$ cat src/rtl/gru_pkg.sv
// Shared encodings and layer-size constants for the GRU layer sequencer.
package gru_pkg;

    typedef enum logic [2:0] {
        OP_BIAS = 3'd0,
        OP_IN   = 3'd1,
        OP_REC  = 3'd2,
        OP_ACT  = 3'd3,
        OP_UPD  = 3'd4
    } op_kind_e;

    typedef enum logic [1:0] {
        GATE_Z = 2'd0,
        GATE_R = 2'd1,
        GATE_H = 2'd2
    } gate_e;

    typedef enum logic [2:0] {
        S_IDLE = 3'd0,
        S_BIAS = 3'd1,
        S_IN   = 3'd2,
        S_REC  = 3'd3,
        S_ACT  = 3'd4,
        S_UPD  = 3'd5,
        S_FIN  = 3'd6
    } state_e;

    // Counter/address commands issued by the FSM to the address generator.
    typedef enum logic [2:0] {
        AG_HOLD        = 3'd0,
        AG_CLEAR       = 3'd1,
        AG_K_FIRST     = 3'd2,
        AG_K_STEP      = 3'd3,
        AG_TO_ACT      = 3'd4,
        AG_NEXT_NEURON = 3'd5,
        AG_TO_UPD      = 3'd6,
        AG_UPD_STEP    = 3'd7
    } agen_cmd_e;

    localparam int unsigned VAD_M     = 24;
    localparam int unsigned VAD_N     = 24;
    localparam int unsigned NOISE_M   = 90;
    localparam int unsigned NOISE_N   = 48;
    localparam int unsigned DENOISE_M = 114;
    localparam int unsigned DENOISE_N = 96;

    function automatic op_kind_e state_kind(input state_e s);
        op_kind_e k;
        k = OP_BIAS;
        case (s)
            S_IN:    k = OP_IN;
            S_REC:   k = OP_REC;
            S_ACT:   k = OP_ACT;
            S_UPD:   k = OP_UPD;
            default: k = OP_BIAS;
        endcase
        return k;
    endfunction

endpackage

$ cat src/rtl/gru_addr_gen.sv
// Gate/neuron/operand counters and the multiplier-free weight/bias index adder.
module gru_addr_gen
    import gru_pkg::*;
#(
    parameter int unsigned M  = 24,
    parameter int unsigned N  = 24,
    parameter int unsigned AW = 16
) (
    input  logic          clk,
    input  logic          rst,
    input  logic [2:0]    cmd_i,
    output logic [1:0]    gate_o,
    output logic [AW-1:0] j_o,
    output logic [AW-1:0] k_o,
    output logic [AW-1:0] waddr_o,
    output logic          last_k_in_c_o,
    output logic          last_k_rec_c_o,
    output logic          last_j_c_o,
    output logic          last_gate_c_o
);

    localparam logic [AW-1:0] STRIDE   = AW'(3 * N);
    localparam logic [AW-1:0] LAST_IN  = AW'(M - 1);
    localparam logic [AW-1:0] LAST_REC = AW'(N - 1);

    logic [1:0]    gate_q, gate_d;
    logic [AW-1:0] j_q, j_d;
    logic [AW-1:0] k_q, k_d;
    logic [AW-1:0] waddr_q, waddr_d;
    logic [AW-1:0] base_q, base_d;

    // base tracks gate*N + j; it simply increments per neuron across gate boundaries.
    always_comb begin
        gate_d  = gate_q;
        j_d     = j_q;
        k_d     = k_q;
        waddr_d = waddr_q;
        base_d  = base_q;
        case (cmd_i)
            AG_CLEAR: begin
                gate_d  = 2'd0;
                j_d     = '0;
                k_d     = '0;
                waddr_d = '0;
                base_d  = '0;
            end
            AG_K_FIRST: begin
                k_d     = '0;
                waddr_d = base_q;
            end
            AG_K_STEP: begin
                k_d     = k_q + AW'(1);
                waddr_d = waddr_q + STRIDE;
            end
            AG_TO_ACT: begin
                k_d     = '0;
                waddr_d = '0;
            end
            AG_NEXT_NEURON: begin
                base_d  = base_q + AW'(1);
                waddr_d = base_q + AW'(1);
                if (j_q == LAST_REC) begin
                    j_d    = '0;
                    gate_d = gate_q + 2'd1;
                end else begin
                    j_d = j_q + AW'(1);
                end
            end
            AG_TO_UPD: begin
                j_d     = '0;
                k_d     = '0;
                waddr_d = '0;
            end
            AG_UPD_STEP: begin
                j_d = j_q + AW'(1);
            end
            default: ;
        endcase
    end

    always_ff @(posedge clk) begin
        if (rst) begin
            gate_q  <= 2'd0;
            j_q     <= '0;
            k_q     <= '0;
            waddr_q <= '0;
            base_q  <= '0;
        end else begin
            gate_q  <= gate_d;
            j_q     <= j_d;
            k_q     <= k_d;
            waddr_q <= waddr_d;
            base_q  <= base_d;
        end
    end

    assign gate_o         = gate_q;
    assign j_o            = j_q;
    assign k_o            = k_q;
    assign waddr_o        = waddr_q;
    assign last_k_in_c_o  = (k_q == LAST_IN);
    assign last_k_rec_c_o = (k_q == LAST_REC);
    assign last_j_c_o     = (j_q == LAST_REC);
    assign last_gate_c_o  = (gate_q == GATE_H);

endmodule

$ cat src/rtl/gru_sched.sv
// GRU layer micro-op sequencer: walks bias/input/recurrent/activation per neuron per gate, then the update pass.
module gru_sched
    import gru_pkg::*;
#(
    parameter int unsigned M  = 24,
    parameter int unsigned N  = 24,
    parameter int unsigned AW = 16
) (
    input  logic          clk,
    input  logic          rst,
    input  logic          start,
    output logic          busy,
    output logic          done,
    output logic          op_valid,
    input  logic          op_ready,
    output logic [2:0]    op_kind,
    output logic [1:0]    op_gate,
    output logic [AW-1:0] op_j,
    output logic [AW-1:0] op_k,
    output logic [AW-1:0] op_waddr,
    output logic          op_clr,
    output logic          op_mul_r,
    output logic          op_act_tanh
);

    state_e    state_q, state_d;
    agen_cmd_e cmd_c;
    logic      hs_c;
    logic      busy_q, busy_d;
    logic      done_q, done_d;
    logic      valid_q, valid_d;
    op_kind_e  kind_q, kind_d;
    logic      clr_q, clr_d;
    logic      mul_r_q, mul_r_d;
    logic      tanh_q, tanh_d;
    logic [1:0] gate_w;
    logic      last_k_in_c, last_k_rec_c, last_j_c, last_gate_c;
    logic      gate_h_c;

    gru_addr_gen #(.M(M), .N(N), .AW(AW)) u_addr_gen (
        .clk            (clk),
        .rst            (rst),
        .cmd_i          (cmd_c),
        .gate_o         (gate_w),
        .j_o            (op_j),
        .k_o            (op_k),
        .waddr_o        (op_waddr),
        .last_k_in_c_o  (last_k_in_c),
        .last_k_rec_c_o (last_k_rec_c),
        .last_j_c_o     (last_j_c),
        .last_gate_c_o  (last_gate_c)
    );

    assign hs_c     = valid_q & op_ready;
    assign gate_h_c = (gate_w == GATE_H);

    // Gate never changes on entry to REC/ACT, so the current gate qualifies mul_r/tanh.
    always_comb begin
        state_d = state_q;
        cmd_c   = AG_HOLD;
        case (state_q)
            S_IDLE: if (start) begin
                state_d = S_BIAS;
                cmd_c   = AG_CLEAR;
            end
            S_BIAS: if (hs_c) begin
                state_d = (M == 0) ? S_REC : S_IN;
                cmd_c   = AG_K_FIRST;
            end
            S_IN: if (hs_c) begin
                if (last_k_in_c) begin
                    state_d = S_REC;
                    cmd_c   = AG_K_FIRST;
                end else begin
                    cmd_c = AG_K_STEP;
                end
            end
            S_REC: if (hs_c) begin
                if (last_k_rec_c) begin
                    state_d = S_ACT;
                    cmd_c   = AG_TO_ACT;
                end else begin
                    cmd_c = AG_K_STEP;
                end
            end
            S_ACT: if (hs_c) begin
                if (last_j_c && last_gate_c) begin
                    state_d = S_UPD;
                    cmd_c   = AG_TO_UPD;
                end else begin
                    state_d = S_BIAS;
                    cmd_c   = AG_NEXT_NEURON;
                end
            end
            S_UPD: if (hs_c) begin
                if (last_j_c) begin
                    state_d = S_FIN;
                end else begin
                    cmd_c = AG_UPD_STEP;
                end
            end
            S_FIN:   state_d = S_IDLE;
            default: state_d = S_IDLE;
        endcase

        valid_d = (state_d != S_IDLE) && (state_d != S_FIN);
        busy_d  = valid_d;
        done_d  = (state_d == S_FIN);
        kind_d  = state_kind(state_d);
        clr_d   = (state_d == S_BIAS);
        mul_r_d = (state_d == S_REC) && gate_h_c;
        tanh_d  = (state_d == S_ACT) && gate_h_c;
    end

    always_ff @(posedge clk) begin
        if (rst) begin
            state_q <= S_IDLE;
            busy_q  <= 1'b0;
            done_q  <= 1'b0;
            valid_q <= 1'b0;
            kind_q  <= OP_BIAS;
            clr_q   <= 1'b0;
            mul_r_q <= 1'b0;
            tanh_q  <= 1'b0;
        end else begin
            state_q <= state_d;
            busy_q  <= busy_d;
            done_q  <= done_d;
            valid_q <= valid_d;
            kind_q  <= kind_d;
            clr_q   <= clr_d;
            mul_r_q <= mul_r_d;
            tanh_q  <= tanh_d;
        end
    end

    assign busy        = busy_q;
    assign done        = done_q;
    assign op_valid    = valid_q;
    assign op_kind     = kind_q;
    assign op_gate     = gate_w;
    assign op_clr      = clr_q;
    assign op_mul_r    = mul_r_q;
    assign op_act_tanh = tanh_q;

endmodule

$ cat config.mk
export PLATFORM = sky130hd
export DESIGN_NAME = gru_sched
export DESIGN_NICKNAME = d
export VERILOG_FILES = /design/src/rtl/gru_pkg.sv /design/src/rtl/gru_addr_gen.sv /design/src/rtl/gru_sched.sv
export SDC_FILE = /design/constraint.sdc
export NUM_CORES = 1
export LEC_CHECK = 0
export CAP_MARGIN = 20
export CORE_MARGIN = 2
export CORE_UTILIZATION = 49
export DETAILED_ROUTE_END_ITERATION = 10
export HOLD_SLACK_MARGIN = 0.1
export PLACE_DENSITY = 0.76
export SLEW_MARGIN = 20
export SYNTH_ARGS = -nofsm -noshare
export SYNTH_HDL_FRONTEND = slang
export SYNTH_SLANG_ARGS = --single-unit
$ cat constraint.sdc
create_clock -name clk -period 2.65 [get_ports clk]
set_clock_uncertainty 0.15 [all_clocks]
set_input_delay 0.265 -clock clk [delete_from_list [all_inputs] [get_ports clk]]
set_output_delay 0.265 -clock clk [all_outputs]
set_load 0.01 [all_outputs]
==> flow_summary.json, run 1 <==
{
  "drive_gt1_frac": 0.162,
  "cts_tree": "yes",
  "multiInputGateArea_um2": 2640,
  "switching_power_w": 0.000637,
  "start_util": 0.497,
  "cts_max_level": 3,
  "swShare": 0.268,
  "routed.top_layer": "met4",
  "die_h_um": 97.4,
  "final_cell_area_um2": 5550,
  "final_core_util": 0.646,
  "seqPwrFrac": 0.515,
  "coreArea_um2": 8590,
  "cpPeakStageDelay_ns": 0.57,
  "syn_to_final_growth_pct": 29.8,
  "p_leak_nw": 2.07,
  "insertion_delay_ns": 0.35,
  "pwr-share-comb": 0.136,
  "path_class": "flop to flop",
  "timing.final.crit_share": 0.969,
  "ios": 63,
  "drt_iter0_drc": 273,
  "drv_cap": 0,
  "start_kind": "flop",
  "grt_start_max_net_pins": 41,
  "drv_slew": 0,
  "synth_seq_area_share": 0.361,
  "cp_max_fo": 10,
  "cp.arrival_ns": 2.65,
  "diodes": 0,
  "worst_slew_pin_slew_ns": 0.866,
  "yosys_warnings": 0,
  "status": "completed",
  "synth-seq-cells": 77,
  "wl_per_cell_um": 15.8,
  "crit_required_ns": 2.73,
  "clkPwrFrac": 0.349,
  "cpMostUsedCell": "or4_4",
  "io_buffers": 62,
  "vias": 4351,
  "synth_cells": 523,
  "hpwl_mm": 7.88,
  "ys.flop_type": "dfxtp_1",
  "seq_area_um2": 1550,
  "rows": 34,
  "p_int_w": 0.00174,
  "grt_overflow": 0,
  "min_path_type": "flop to flop",
  "fin_nets": 623,
  "drcViolationCount": 0,
  "clock_sinks": 77,
  "synth_async_sr_flop_share": 0,
  "finalPower_w": 0.00238,
  "dr.pass1.iters": 6,
  "met2_length_mm": 5.45,
  "synth_edf_count": 0,
  "synth_area_um2": 4270,
  "rsz0062_at_grt": "true",
  "syn-num-nets": 532,
  "grt_pass1_vias": 4016,
  "antenna_left": 0,
  "gp_congestion": 0.887,
  "antenna_found_initial": 0,
  "clkTransAtPathRegs_ns": 0.08,
  "vias_per_cell": 5.99,
  "crit_family": "simple AND/OR/NAND/NOR gates",
  "numCtsBuffers": 9,
  "avgSynthCellArea_um2": 8.17,
  "vdd_drop_max_uv": 207,
  "power_density_nw_per_um2": 428,
  "routed_wl_mm": 11.5,
  "routedLengthMet1_mm": 5.08,
  "die_w_um": 97.4,
  "synth_cell_types": 69,
  "grt_pass1_wl_mm": 18.8,
  "fmax_mhz": 389,
  "cpMaxStageDelayCell": "or4_4",
  "grt_use_total": 0.236,
  "place_area_um2": 5240,
  "layout_min_cycle_time_ns": 2.57,
  "cts-root-buf": "clkbuf_8",
  "worstPathCellList": "or4_4 > or4_4 > o21ai_4 > buf_6 > nor2_1 > a2111oi_2 > nor4_1",
  "design.die.area_um2": 9490,
  "setup_viol": 0,
  "slew_headroom": 0.421,
  "wl_met3_um": 721,
  "clk_path_buf_depth": 2,
  "fill_cells": 723,
  "finalHoldViolations": 0,
  "critPathCaptureType": "flop",
  "crit_buf_inv": 1
}
-- cell type report --
class | instances | share of cell area
multi-input cells | 406 | 0.475
flip-flops and latches | 77 | 0.279
repair buffers | 113 | 0.185
clock buffers | 14 | 0.0311
well taps | 108 | 0.0244
inverters | 7 | 0.00474
clock inverters | 1 | 0.000902
-- state kept, by name (all words and copies together) (netlist names), 2 cells and up --
register / cells
u_addr_gen.base_q: 16
op_kind: 3
state_q: 3
u_addr_gen.k_o: 16
u_addr_gen.gate_o: 2
u_addr_gen.waddr_o: 16
u_addr_gen.j_o: 16
-- routing by layer --
metal  global-route usage  vias up
met2                0.393      158
met1                0.305     2058
li1                     -     2116
met5                    0        -
met3               0.0353       19
met4               0.0972        0
-- power by group through the flow --
stage                     Clock (W)  Combinational (W)  Sequential (W)
after global routing       0.000888           0.000352         0.00123
after detailed placement          0           0.000303         0.00125
after floorplan                   0           0.000191         0.00125
after CTS                  0.000835           0.000306         0.00122
final                      0.000829           0.000323         0.00122
after global placement            0           0.000299         0.00125
-- logic make-up after synthesis --
group                    after synthesis  synth area share
XOR/XNOR                              31            0.0635
multiplexers                           3           0.00761
buffers and inverters                 41            0.0424
adder cells (fa/ha/maj)                5            0.0146
flip-flops                            77             0.361
AO/OA/AOI/OAI                        124             0.215
AND/OR/NAND/NOR                      242             0.297
-- tightest hold or removal path: stages (launching register included) --
cell     delay (ns)
dfxtp_1        0.33
nand2_1        0.06
a21oi_1        0.06
-- cells in the final DEF (no fill, tap or decap), types with 3 or more instances in the layout --
cell type / Yosys / routed
a21o_1: 3 / 3
and2_1: 8 / 8
nor4_2: 3 / 5
inv_1: 7 / 7
nand4_1: 19 / 19
and4_1: 4 / 4
nand3_1: 22 / 22
ha_1: 5 / 4
buf_6: 2 / 4
o21bai_1: 3 / 3
a21oi_1: 25 / 23
nor3_1: 24 / 24
o21ai_1: 4 / 4
or3_1: 3 / 3
a31oi_1: 12 / 12
xor2_1: 22 / 22
dfxtp_2: 0 / 3
and3_1: 20 / 20
clkdlybuf4s50_1: 0 / 61
o21ai_0: 19 / 18
xnor2_1: 9 / 9
clkbuf_8: 0 / 12
nor4_1: 9 / 6
buf_4: 2 / 45
o211a_1: 8 / 8
a211oi_2: 4 / 4
a211oi_1: 11 / 11
nor2_1: 73 / 73
nand2_1: 33 / 33
a311oi_1: 8 / 8
dfxtp_1: 77 / 74
-- what timing repair did --
item                       CTS  global route
resized for setup            2            19
buffers inserted             0             3
cloned                       0             1
hold buffers                 1             0
setup endpoints to repair    1            25
hold endpoints to repair     4             0
pin swaps                    0             2
-- synthesized netlist by cell type (all sizes together), types with 4 or more instances --
master / number / share of area
nand4: 19 / 0.028
and4: 4 / 0.0082
a311oi: 8 / 0.016
nand2: 33 / 0.029
o21ai: 24 / 0.031
xnor2: 9 / 0.018
o211a: 8 / 0.019
inv: 7 / 0.0061
nor2: 73 / 0.064
and3: 20 / 0.029
a31oi: 12 / 0.018
or4: 4 / 0.0088
ha: 5 / 0.015
a211oi: 15 / 0.031
nand3: 22 / 0.026
a21oi: 25 / 0.029
nor4: 12 / 0.022
and2: 9 / 0.013
dfxtp: 77 / 0.36
nor3: 25 / 0.030
clkbuf: 23 / 0.020
xor2: 22 / 0.045
buf: 11 / 0.016
-- path summary, 6_finish.rpt --
check / to / from / cells after the start / slack (ns)
max: u_addr_gen.waddr_o[9]$_SDFFE_PP0P_ / u_addr_gen.j_o[5]$_SDFFE_PP0P_ / 7 / 0.08
min: u_addr_gen.waddr_o[1]$_SDFFE_PP0P_ / u_addr_gen.waddr_o[1]$_SDFFE_PP0P_ / 2 / 0.33
max reg2reg: u_addr_gen.waddr_o[9]$_SDFFE_PP0P_ / u_addr_gen.j_o[5]$_SDFFE_PP0P_ / 7 / 0.08
min reg2reg: u_addr_gen.waddr_o[1]$_SDFFE_PP0P_ / u_addr_gen.waddr_o[1]$_SDFFE_PP0P_ / 2 / 0.33
-- per-stage QoR --
| stage | std cells | setup WS (ns) | hold WS (ns) | setup TNS (ns) |
|---|---|---|---|---|
| detailed placement | 706 | -0.0409 | 0.334 | -0.0409 |
| finish | 726 | 0.0825 | 0.335 | 0 |
| global route | 726 | -0.0385 | 0.360 | -0.115 |
| global placement | 706 | 0.00525 | 0.327 | 0 |
| floorplan | 523 | 0.102 | 0.326 | 0 |
| CTS | 722 | 0.00269 | 0.346 | 0 |
Note: power is estimated with default switching activity, not from simulation.
==> run 2: changes to the inputs <==
--- a/config.mk
+++ b/config.mk
@@ -6,6 +6,7 @@
 export NUM_CORES = 1
 export LEC_CHECK = 0
 export CAP_MARGIN = 20
+export CORE_ASPECT_RATIO = 1.25
 export CORE_MARGIN = 2
 export CORE_UTILIZATION = 49
 export DETAILED_ROUTE_END_ITERATION = 10
==> run 2 against run 1 <==
  * Clock power up 23%
  * Sequential power about the same
  * Wire length up 0.55%
  * Flip-flop and latch count unchanged
  * Highest routed layer unchanged
  * First-iteration DRC count up 21%
  * Clock-buffer cell count down 1
  * Cell count up 0.14%
==> flow_summary.json, run 2 (synthesis results as in run 1) <==
{
  "ios": 63,
  "critPathCaptureType": "flop",
  "cp-startpoint": "u_addr_gen.j_o[5]$_SDFFE_PP0P_",
  "clk_path_buf_depth": 2,
  "fin_ws_ns": 0.0666,
  "crit_required_ns": 2.73,
  "cp_max_fo": 7,
  "drive_gt1_frac": 0.164,
  "syn_to_final_growth_pct": 30.6,
  "grt_pass1_wl_mm": 18.4,
  "rows": 38,
  "start_util": 0.499,
  "vdd_drop_max_uv": 379,
  "min_path_type": "input port to flop",
  "grt_start_max_net_pins": 31,
  "drt_iter0_drc": 330,
  "vias_per_cell": 6.01,
  "grt_overflow": 0,
  "postCtsHoldBufs": 0,
  "drv_cap": 0,
  "gp_congestion": 0.964,
  "vias": 4371,
  "min_delay_path_depth": 2,
  "io_buffers": 62,
  "drcViolationCount": 0,
  "timing.final.crit_share": 0.975,
  "wl_per_cell_um": 15.9,
  "place_ws_ns": -0.0143,
  "drv_slew": 0,
  "final_common_cell": "dfxtp_1",
  "cts-root-buf": "clkbuf_8",
  "cpPeakStageDelay_ns": 0.57,
  "cpMostUsedCell": "or4_4",
  "path_class": "flop to flop",
  "hpwl_mm": 8.14,
  "grt_pass1_vias": 3988,
  "numCtsBuffers": 9,
  "finalHoldViolations": 0,
  "setup-tns-final_ns": 0,
  "diodes": 0,
  "cts_tree": "yes",
  "design.die.area_um2": 9490,
  "coreArea_um2": 8560,
  "start_kind": "flop",
  "insertion_delay_ns": 0.37,
  "worstPathCellList": "or4_4 > or4_4 > o21ai_4 > buf_6 > nor2_1 > a2111oi_2 > nor4_1",
  "crit_buf_inv": 1,
  "cts_max_level": 3,
  "die_w_um": 87.5,
  "setup_viol": 0,
  "worst_slew_pin_slew_ns": 0.648,
  "path_depth": 7,
  "fmax_mhz": 387,
  "rr_worst_depth": 7,
  "routed_wl_mm": 11.5,
  "power_density_nw_per_um2": 461,
  "grt_use_total": 0.243,
  "clkTransAtPathRegs_ns": 0.08,
  "fin_nets": 631,
  "dr.pass1.iters": 5,
  "status": "completed",
  "cp.arrival_ns": 2.67,
  "slew_headroom": 0.563,
  "r2r-start": "u_addr_gen.j_o[5]$_SDFFE_PP0P_",
  "clock_sinks": 77,
  "layout_min_cycle_time_ns": 2.58,
  "cpMaxStageDelayCell": "or4_4",
  "die_h_um": 108,
  "crit_family": "simple AND/OR/NAND/NOR gates",
  "layout_common_cells": "dfxtp_1, nor2_1, clkdlybuf4s50_1",
  "min_from": "rst",
  "antenna_found_initial": 0,
  "p_leak_nw": 2.11,
  "antenna_left": 0
}
## run 2: cell types whose count changed in the layout (fill, tap and decap cells not counted), sizes merged
| cell | delta |
|---|---|
| a2111o | -1 |
| buf | +10 |
| bufinv | +2 |
| clkbuf | -1 |
| clkinv | -1 |
| clkinvlp | +1 |
| dlygate4sd3 | -1 |
## run 2: power by group
part	internal [W]	switching [W]	total, W
sequential	0.00118	0.0000357	0.00122
combinational	0.000149	0.000180	0.000330
clock	0.000583	0.000440	0.00102
total	0.00192	0.000656	0.00257
## run 2: area by class of cell
type,count,area [um^2]
inverter,7,26.3
timing repair buffer,122,1080
tap,100,125
clock buffer,13,159
sequential,77,1540
fill,722,2970
clock inverter,3,67.6
multi-input combinational,405,2580
## run 2: per-stage QoR
step           instances  hold slack (ns)  power, W  cell area [um^2]   util
4_1_cts              719            0.187   0.00257              5500  0.643
3_5_place_dp         703            0.307   0.00156              5270  0.615
2_1_floorplan        523            0.326   0.00144              4270      -
5_1_grt              727            0.206   0.00265              5580  0.652
6_report             727            0.201   0.00257              5580  0.652
3_3_place_gp         703            0.299   0.00155              5270  0.615
## run 2: what timing repair did
| action | in CTS | in global routing |
|---|---|---|
| pin swaps | 0 | 6 |
| buffers inserted | 0 | 8 |
| gates resized for setup | 3 | 5 |
| setup endpoints to repair | 1 | 31 |
## run 2: routing by layer
| layer | wire length, um | track usage |
|---|---|---|
| met5 | 0 | 0 |
| met3 | 600 | 0.0450 |
| met2 | 5800 | 0.414 |
| met1 | 4800 | 0.292 |
| met4 | 333 | 0.114 |
## run 2: final timing paths
kind | slack, ns | end
setup / recovery | 0.07 | u_addr_gen.waddr_o[9]$_SDFFE_PP0P_
hold / removal | 0.20 | u_addr_gen.base_q[15]$_SDFFE_PP0P_
setup reg to reg | 0.07 | u_addr_gen.waddr_o[9]$_SDFFE_PP0P_
hold reg to reg | 0.32 | u_addr_gen.waddr_o[1]$_SDFFE_PP0P_
